$ cat src/rtl/i2c_target_regs.sv
// I2C target exposing NREGS byte registers at DEV_ADDR behind an auto-incrementing pointer.
// scl/sda are oversampled on clk; bus conditions are acted on 3 clk after a pin change.
module i2c_target_regs #(
  parameter logic [6:0] DEV_ADDR = 7'h50,
  parameter int         NREGS    = 16,
  parameter int         PTR_W    = $clog2(NREGS)
) (
  input  logic             clk,
  input  logic             rst,
  input  logic             scl_i,
  input  logic             sda_i,
  output logic             sda_oe,
  output logic             busy,
  output logic             wr_stb,
  output logic [PTR_W-1:0] wr_idx,
  output logic [7:0]       wr_data,
  input  logic [PTR_W-1:0] loc_idx,
  output logic [7:0]       loc_data
);
  typedef enum logic [2:0] {IDLE, ADDR, ACK_A, PTR, ACK_D, WR, RD} state_t;

  state_t           state, state_nxt;
  logic [3:0]       cnt, cnt_nxt;
  logic [7:0]       sh, sh_nxt;
  logic [PTR_W-1:0] ptr, ptr_nxt;
  logic             oe_nxt, busy_nxt, stb_nxt, reg_we;
  logic [PTR_W-1:0] idx_nxt;
  logic [7:0]       dat_nxt;
  logic [7:0]       regs [NREGS];

  logic scl_s1, scl_s2, scl_h, sda_s1, sda_s2, sda_h;
  logic scl_rise, scl_fall, start_det, stop_det;
  logic [7:0] rx, rd_byte;

  // Synchronisers reset to the idle-high bus level so reset release creates no edges.
  always_ff @(posedge clk) begin
    if (rst) begin
      scl_s1 <= 1'b1;
      scl_s2 <= 1'b1;
      scl_h  <= 1'b1;
      sda_s1 <= 1'b1;
      sda_s2 <= 1'b1;
      sda_h  <= 1'b1;
    end else begin
      scl_s1 <= scl_i;
      scl_s2 <= scl_s1;
      scl_h  <= scl_s2;
      sda_s1 <= sda_i;
      sda_s2 <= sda_s1;
      sda_h  <= sda_s2;
    end
  end

  assign scl_rise  = scl_s2 & ~scl_h;
  assign scl_fall  = ~scl_s2 & scl_h;
  assign start_det = scl_s2 & scl_h & sda_h & ~sda_s2;
  assign stop_det  = scl_s2 & scl_h & ~sda_h & sda_s2;
  assign rx        = {sh[6:0], sda_s2};
  assign rd_byte   = regs[ptr];
  assign loc_data  = regs[loc_idx];

  always_comb begin
    state_nxt = state;
    cnt_nxt   = cnt;
    sh_nxt    = sh;
    ptr_nxt   = ptr;
    oe_nxt    = sda_oe;
    busy_nxt  = busy;
    stb_nxt   = 1'b0;
    idx_nxt   = wr_idx;
    dat_nxt   = wr_data;
    reg_we    = 1'b0;
    if (stop_det) begin
      state_nxt = IDLE;
      oe_nxt    = 1'b0;
      busy_nxt  = 1'b0;
    end else if (start_det) begin
      state_nxt = ADDR;
      cnt_nxt   = 4'd0;
      oe_nxt    = 1'b0;
    end else begin
      case (state)
        ADDR, PTR: begin
          if (scl_rise) begin
            sh_nxt  = rx;
            cnt_nxt = cnt + 4'd1;
          end else if (scl_fall && cnt == 4'd8) begin
            if (state == PTR) begin
              ptr_nxt   = sh[PTR_W-1:0];
              oe_nxt    = 1'b1;
              state_nxt = ACK_D;
            end else if (sh[7:1] == DEV_ADDR) begin
              oe_nxt    = 1'b1;
              busy_nxt  = 1'b1;
              state_nxt = ACK_A;
            end else begin
              busy_nxt  = 1'b0;
              state_nxt = IDLE;
            end
          end
        end
        ACK_A: begin
          if (scl_fall) begin
            cnt_nxt   = 4'd0;
            // sh[0] still holds the R/W bit of the address byte
            oe_nxt    = sh[0] ? ~rd_byte[7] : 1'b0;
            state_nxt = sh[0] ? RD : PTR;
          end
        end
        ACK_D: begin
          if (scl_fall) begin
            oe_nxt    = 1'b0;
            cnt_nxt   = 4'd0;
            state_nxt = WR;
          end
        end
        WR: begin
          if (scl_rise) begin
            sh_nxt  = rx;
            cnt_nxt = cnt + 4'd1;
            if (cnt == 4'd7) begin
              reg_we  = 1'b1;
              stb_nxt = 1'b1;
              idx_nxt = ptr;
              dat_nxt = rx;
              ptr_nxt = ptr + PTR_W'(1);
            end
          end else if (scl_fall && cnt == 4'd8) begin
            oe_nxt    = 1'b1;
            state_nxt = ACK_D;
          end
        end
        RD: begin
          // cnt 1..7: data bits, 8: master ACK slot, 9: ACKed, next byte pending
          if (scl_rise) begin
            if (cnt == 4'd8) begin
              ptr_nxt = ptr + PTR_W'(1);
              cnt_nxt = 4'd9;
              if (sda_s2) begin
                oe_nxt    = 1'b0;
                busy_nxt  = 1'b0;
                state_nxt = IDLE;
              end
            end else begin
              cnt_nxt = cnt + 4'd1;
            end
          end else if (scl_fall) begin
            if (cnt < 4'd8) begin
              oe_nxt = ~rd_byte[3'd7 - cnt[2:0]];
            end else if (cnt == 4'd8) begin
              oe_nxt = 1'b0;
            end else begin
              oe_nxt  = ~rd_byte[7];
              cnt_nxt = 4'd0;
            end
          end
        end
        default: ;
      endcase
    end
  end

  always_ff @(posedge clk) begin
    if (rst) begin
      state   <= IDLE;
      cnt     <= 4'd0;
      sh      <= 8'h00;
      ptr     <= '0;
      sda_oe  <= 1'b0;
      busy    <= 1'b0;
      wr_stb  <= 1'b0;
      wr_idx  <= '0;
      wr_data <= 8'h00;
      for (int i = 0; i < NREGS; i++) regs[i] <= 8'h00;
    end else begin
      state   <= state_nxt;
      cnt     <= cnt_nxt;
      sh      <= sh_nxt;
      ptr     <= ptr_nxt;
      sda_oe  <= oe_nxt;
      busy    <= busy_nxt;
      wr_stb  <= stb_nxt;
      wr_idx  <= idx_nxt;
      wr_data <= dat_nxt;
      if (reg_we) regs[ptr] <= rx;
    end
  end
endmodule

$ cat config.mk
export PLATFORM = sky130hd
export DESIGN_NAME = i2c_target_regs
export DESIGN_NICKNAME = d
export VERILOG_FILES = /design/src/rtl/i2c_target_regs.sv
export SDC_FILE = /design/constraint.sdc
export NUM_CORES = 1
export LEC_CHECK = 0
export CELL_PAD_IN_SITES_DETAIL_PLACEMENT = 1
export CELL_PAD_IN_SITES_GLOBAL_PLACEMENT = 1
export CORE_ASPECT_RATIO = 0.5
export CORE_UTILIZATION = 46
export CTS_CLUSTER_DIAMETER = 200
export DETAILED_ROUTE_END_ITERATION = 8
export PLACE_DENSITY = 0.78
export SKIP_CTS_REPAIR_TIMING = 1
export SLEW_MARGIN = 20
export SYNTH_ARGS = -nofsm -noshare
export SYNTH_HDL_FRONTEND = slang
export SYNTH_SLANG_ARGS = --single-unit
$ cat constraint.sdc
create_clock -name clk -period 2.3 [get_ports clk]
set_input_delay 0.345 -clock clk [delete_from_list [all_inputs] [get_ports clk]]
set_output_delay 0.345 -clock clk [all_outputs]
set_load 0.05 [all_outputs]
==> results.cfg <==
[run_status]
violations = setup timing
status = finished with violations

[yosys]
ys_seq_elements = 172
mappedNetlistArea_sq_um = 9250
synth_area_leaders = edfxtp_1, mux4_2, dfxtp_1
synth_nets = 753
async_reset_ff_share_pct = 0
ys_types = 64
synthCells = 737
yosysWarningCount = 0
synth_edf_count = 128
synthFlopType = edfxtp_1
yosysSeqAreaShare_pct = 51.1
synth_top_cell_by_area = edfxtp_1
syn_area_per_cell_sq_um = 12.6
synth_top_area_share_pct = 41.5

[worst_hold_path]
min_path_type = primary input to register

[floorplan]
io_pins = 31
dieHeight_um = 102
rows = 36
initial_core_util_pct = 47.2
die_area_sq_um = 20700
dieWidth_um = 203
coreArea_sq_um = 19600

[worst_setup_path]
worstPathRequired_ns = 1.96
cp_max_fo = 2
crit_path_frequent_cell = mux4_2
critPathSlowestCell = mux4_2
crit_buf_inv = 1
path_cells = mux4_2, mux4_2, buf_6
path_class = register to output pin
start_kind = register
crit_family = multiplexers
worst_setup_path_end_kind = output pin
crit_arrival_ns = 2.14
max_stage_delay_ns = 0.57

[clock_network]
tritoncts = built
clock_latency_ns = 0.45
clock_path_buffers = 2
cts_buffers = 17
clkSinkCount = 172
cts-root-buf = clkbuf_16
path_clk_slew_ns = 0.07
htreeDepth = 4

[placed_design]
io_buffers = 30
gp_congestion = 0.956
place_hpwl_um = 20700

[timing]
setup_slack_ns = -0.188
finalCriticalPeriod_ns = 2.49
rsz0062_at_grt = yes
slew_viol_final = 0
fin_crit_sh_pct = 108
setup_viol = 9
finClkSkew_ns = 0.0103
whs_ns = 0.361
tns_ns = -1.05
tightest_slew_ns = 0.643
finalHoldViolations = 0
fmax_ghz = 0.402
relSlewSlack_pct = 56.9

[power_and_ir_drop]
p_clk_share_pct = 43.2
p_total_w = 0.00712
switchingPower_w = 0.00166
ir_drop_mv = 0.487
switching_share_pct = 23.3
pwr-share-comb_pct = 8.0
seq_power_share_pct = 48.8
p_per_area_nw_per_um2 = 626
p_int_w = 0.00546
p_leak_nw = 4.09

[finish]
final_nets = 848
fin_util_pct = 58.1
area_delta_synth_final_pct = 22.9
ff_latch_area_sq_um = 4740
fillers = 1944
drive_above_1_share_pct = 32.4
diodes = 0
multiInputGateArea_sq_um = 4380

[grt]
use_met1_pct = 37.3
grt_overflow = 0
grt_pass1_wl_um = 42600
met3_usage_pct = 7.53
antenna_found_initial = 1
busiest_layer = met2
grt_max_degree = 53
grt_pass1_vias = 7011
grt_usage_pct = 28.5
use_met2_pct = 46.8

[detailed_routing]
viasPerCell = 6.17
dr.pass1.iters = 5
post-route-drc-count = 0
drt-wirelength-per-cell_um = 26.0
routed_wl_um = 28900
num_vias = 6840
final_antenna_net_count = 0
initialDrtViolationCount = 551

[run]
max_cap_violations = 0
==> per-layer routing <==
layer  vias up  part of all wire (%)
li1       2952                     -
met1      3527                    43
met2       296                    47
met3        65                   7.6
met4         0                   2.5
met5         -                     0
==> kinds of logic (layout without fill, tap and decap cells) <==
logic type / after synthesis / after routing / synth area share [%]
adders and majority gates: 8 / 8 / 1.08
xor gates and xnor gates: 2 / 2 / 0.189
muxes: 105 / 105 / 20.6
DFF: 172 / 172 / 51.1
and+or+nand+nor: 295 / 295 / 17.6
buffers and inverters: 80 / 186 / 3.77
AOI/OAI and AO/OA: 75 / 75 / 5.71
==> worst register-to-register path, stage by stage, from the launching register on <==
cell      delay (ns)
dfxtp_4         0.38
buf_6           0.16
mux4_1          0.57
mux2_2          0.28
a221oi_2        0.31
a21o_1          0.17
o211ai_2        0.15
a221oi_2        0.29
==> worst paths after layout <==
check	start	endpoint	slack, ns	depth (start not counted)
max	regs[15][0]	loc_data[0]	-0.19	3
max reg2reg	register	sda_oe	-0.10	7
min reg2reg	scl_s1	scl_s2	0.41	1
min	rst	sda_oe	0.36	4
==> area by class of cell <==
| type | count | share of cell area (%) |
|---|---|---|
| tap | 266 | 2.93 |
| multi-input combinational | 485 | 38.5 |
| inverter | 17 | 0.561 |
| sequential | 172 | 41.7 |
| clock buffer | 18 | 3.77 |
| timing repair buffer | 139 | 11.1 |
| clock inverter | 12 | 1.52 |
==> Yosys cell counts (4+ instances only) <==
| master | number |
|---|---|
| edfxtp_1 | 128 |
| and2_1 | 97 |
| nor2_1 | 61 |
| mux4_2 | 55 |
| clkbuf_1 | 44 |
| dfxtp_1 | 44 |
| mux2i_1 | 36 |
| nor3_1 | 34 |
| nand2_1 | 26 |
| or2_2 | 24 |
| a21oi_1 | 20 |
| inv_1 | 16 |
| o21ai_0 | 14 |
| buf_2 | 11 |
| nor4_1 | 11 |
| mux4_1 | 10 |
| nand2b_1 | 10 |
| nand3_1 | 9 |
| ha_1 | 8 |
| a211oi_1 | 7 |
| a22oi_1 | 5 |
| nor2b_1 | 5 |
| mux2_2 | 4 |
| o22ai_1 | 4 |
==> placed cells by master, fill, tap and decap left out, types with 15 or more instances in the layout <==
master / count
edfxtp_1: 128
clkbuf_16: 18
dfxtp_1: 37
nand2_1: 20
and2_1: 97
clkdlybuf4s50_1: 19
inv_1: 15
nor2_1: 52
a21oi_1: 20
mux4_2: 55
or2_4: 16
nor3_1: 31
mux2i_1: 35
buf_4: 96
==> registers in the layout (all words and copies together) (netlist names), 3 cells and up, named ones only <==
register / count
cnt: 4
ptr: 4
regs: 128
sh: 8
state: 3
wr_data: 8
wr_idx: 4
==> power groups by stage <==
stage	clock network, W	logic, W	registers, W
finish	0.00307	0.000570	0.00347
global route	0.00319	0.000602	0.00348
CTS	0.00307	0.000532	0.00347
detailed placement	0	0.000530	0.00354
global placement	0	0.000511	0.00353
floorplan	0	0.000364	0.00350
==> per-stage QoR <==
stage          instance area (sq um)  worst slack, ns  std cells
6_report                       11400           -0.188       1109
5_1_grt                        11400           -0.214       1109
3_5_place_dp                   10400           -0.333       1067
2_1_floorplan                   9260           0.0138        737
4_1_cts                        11000           -0.355       1097
3_3_place_gp                   10400           -0.216       1067
Power figures use the tool's default switching activity.
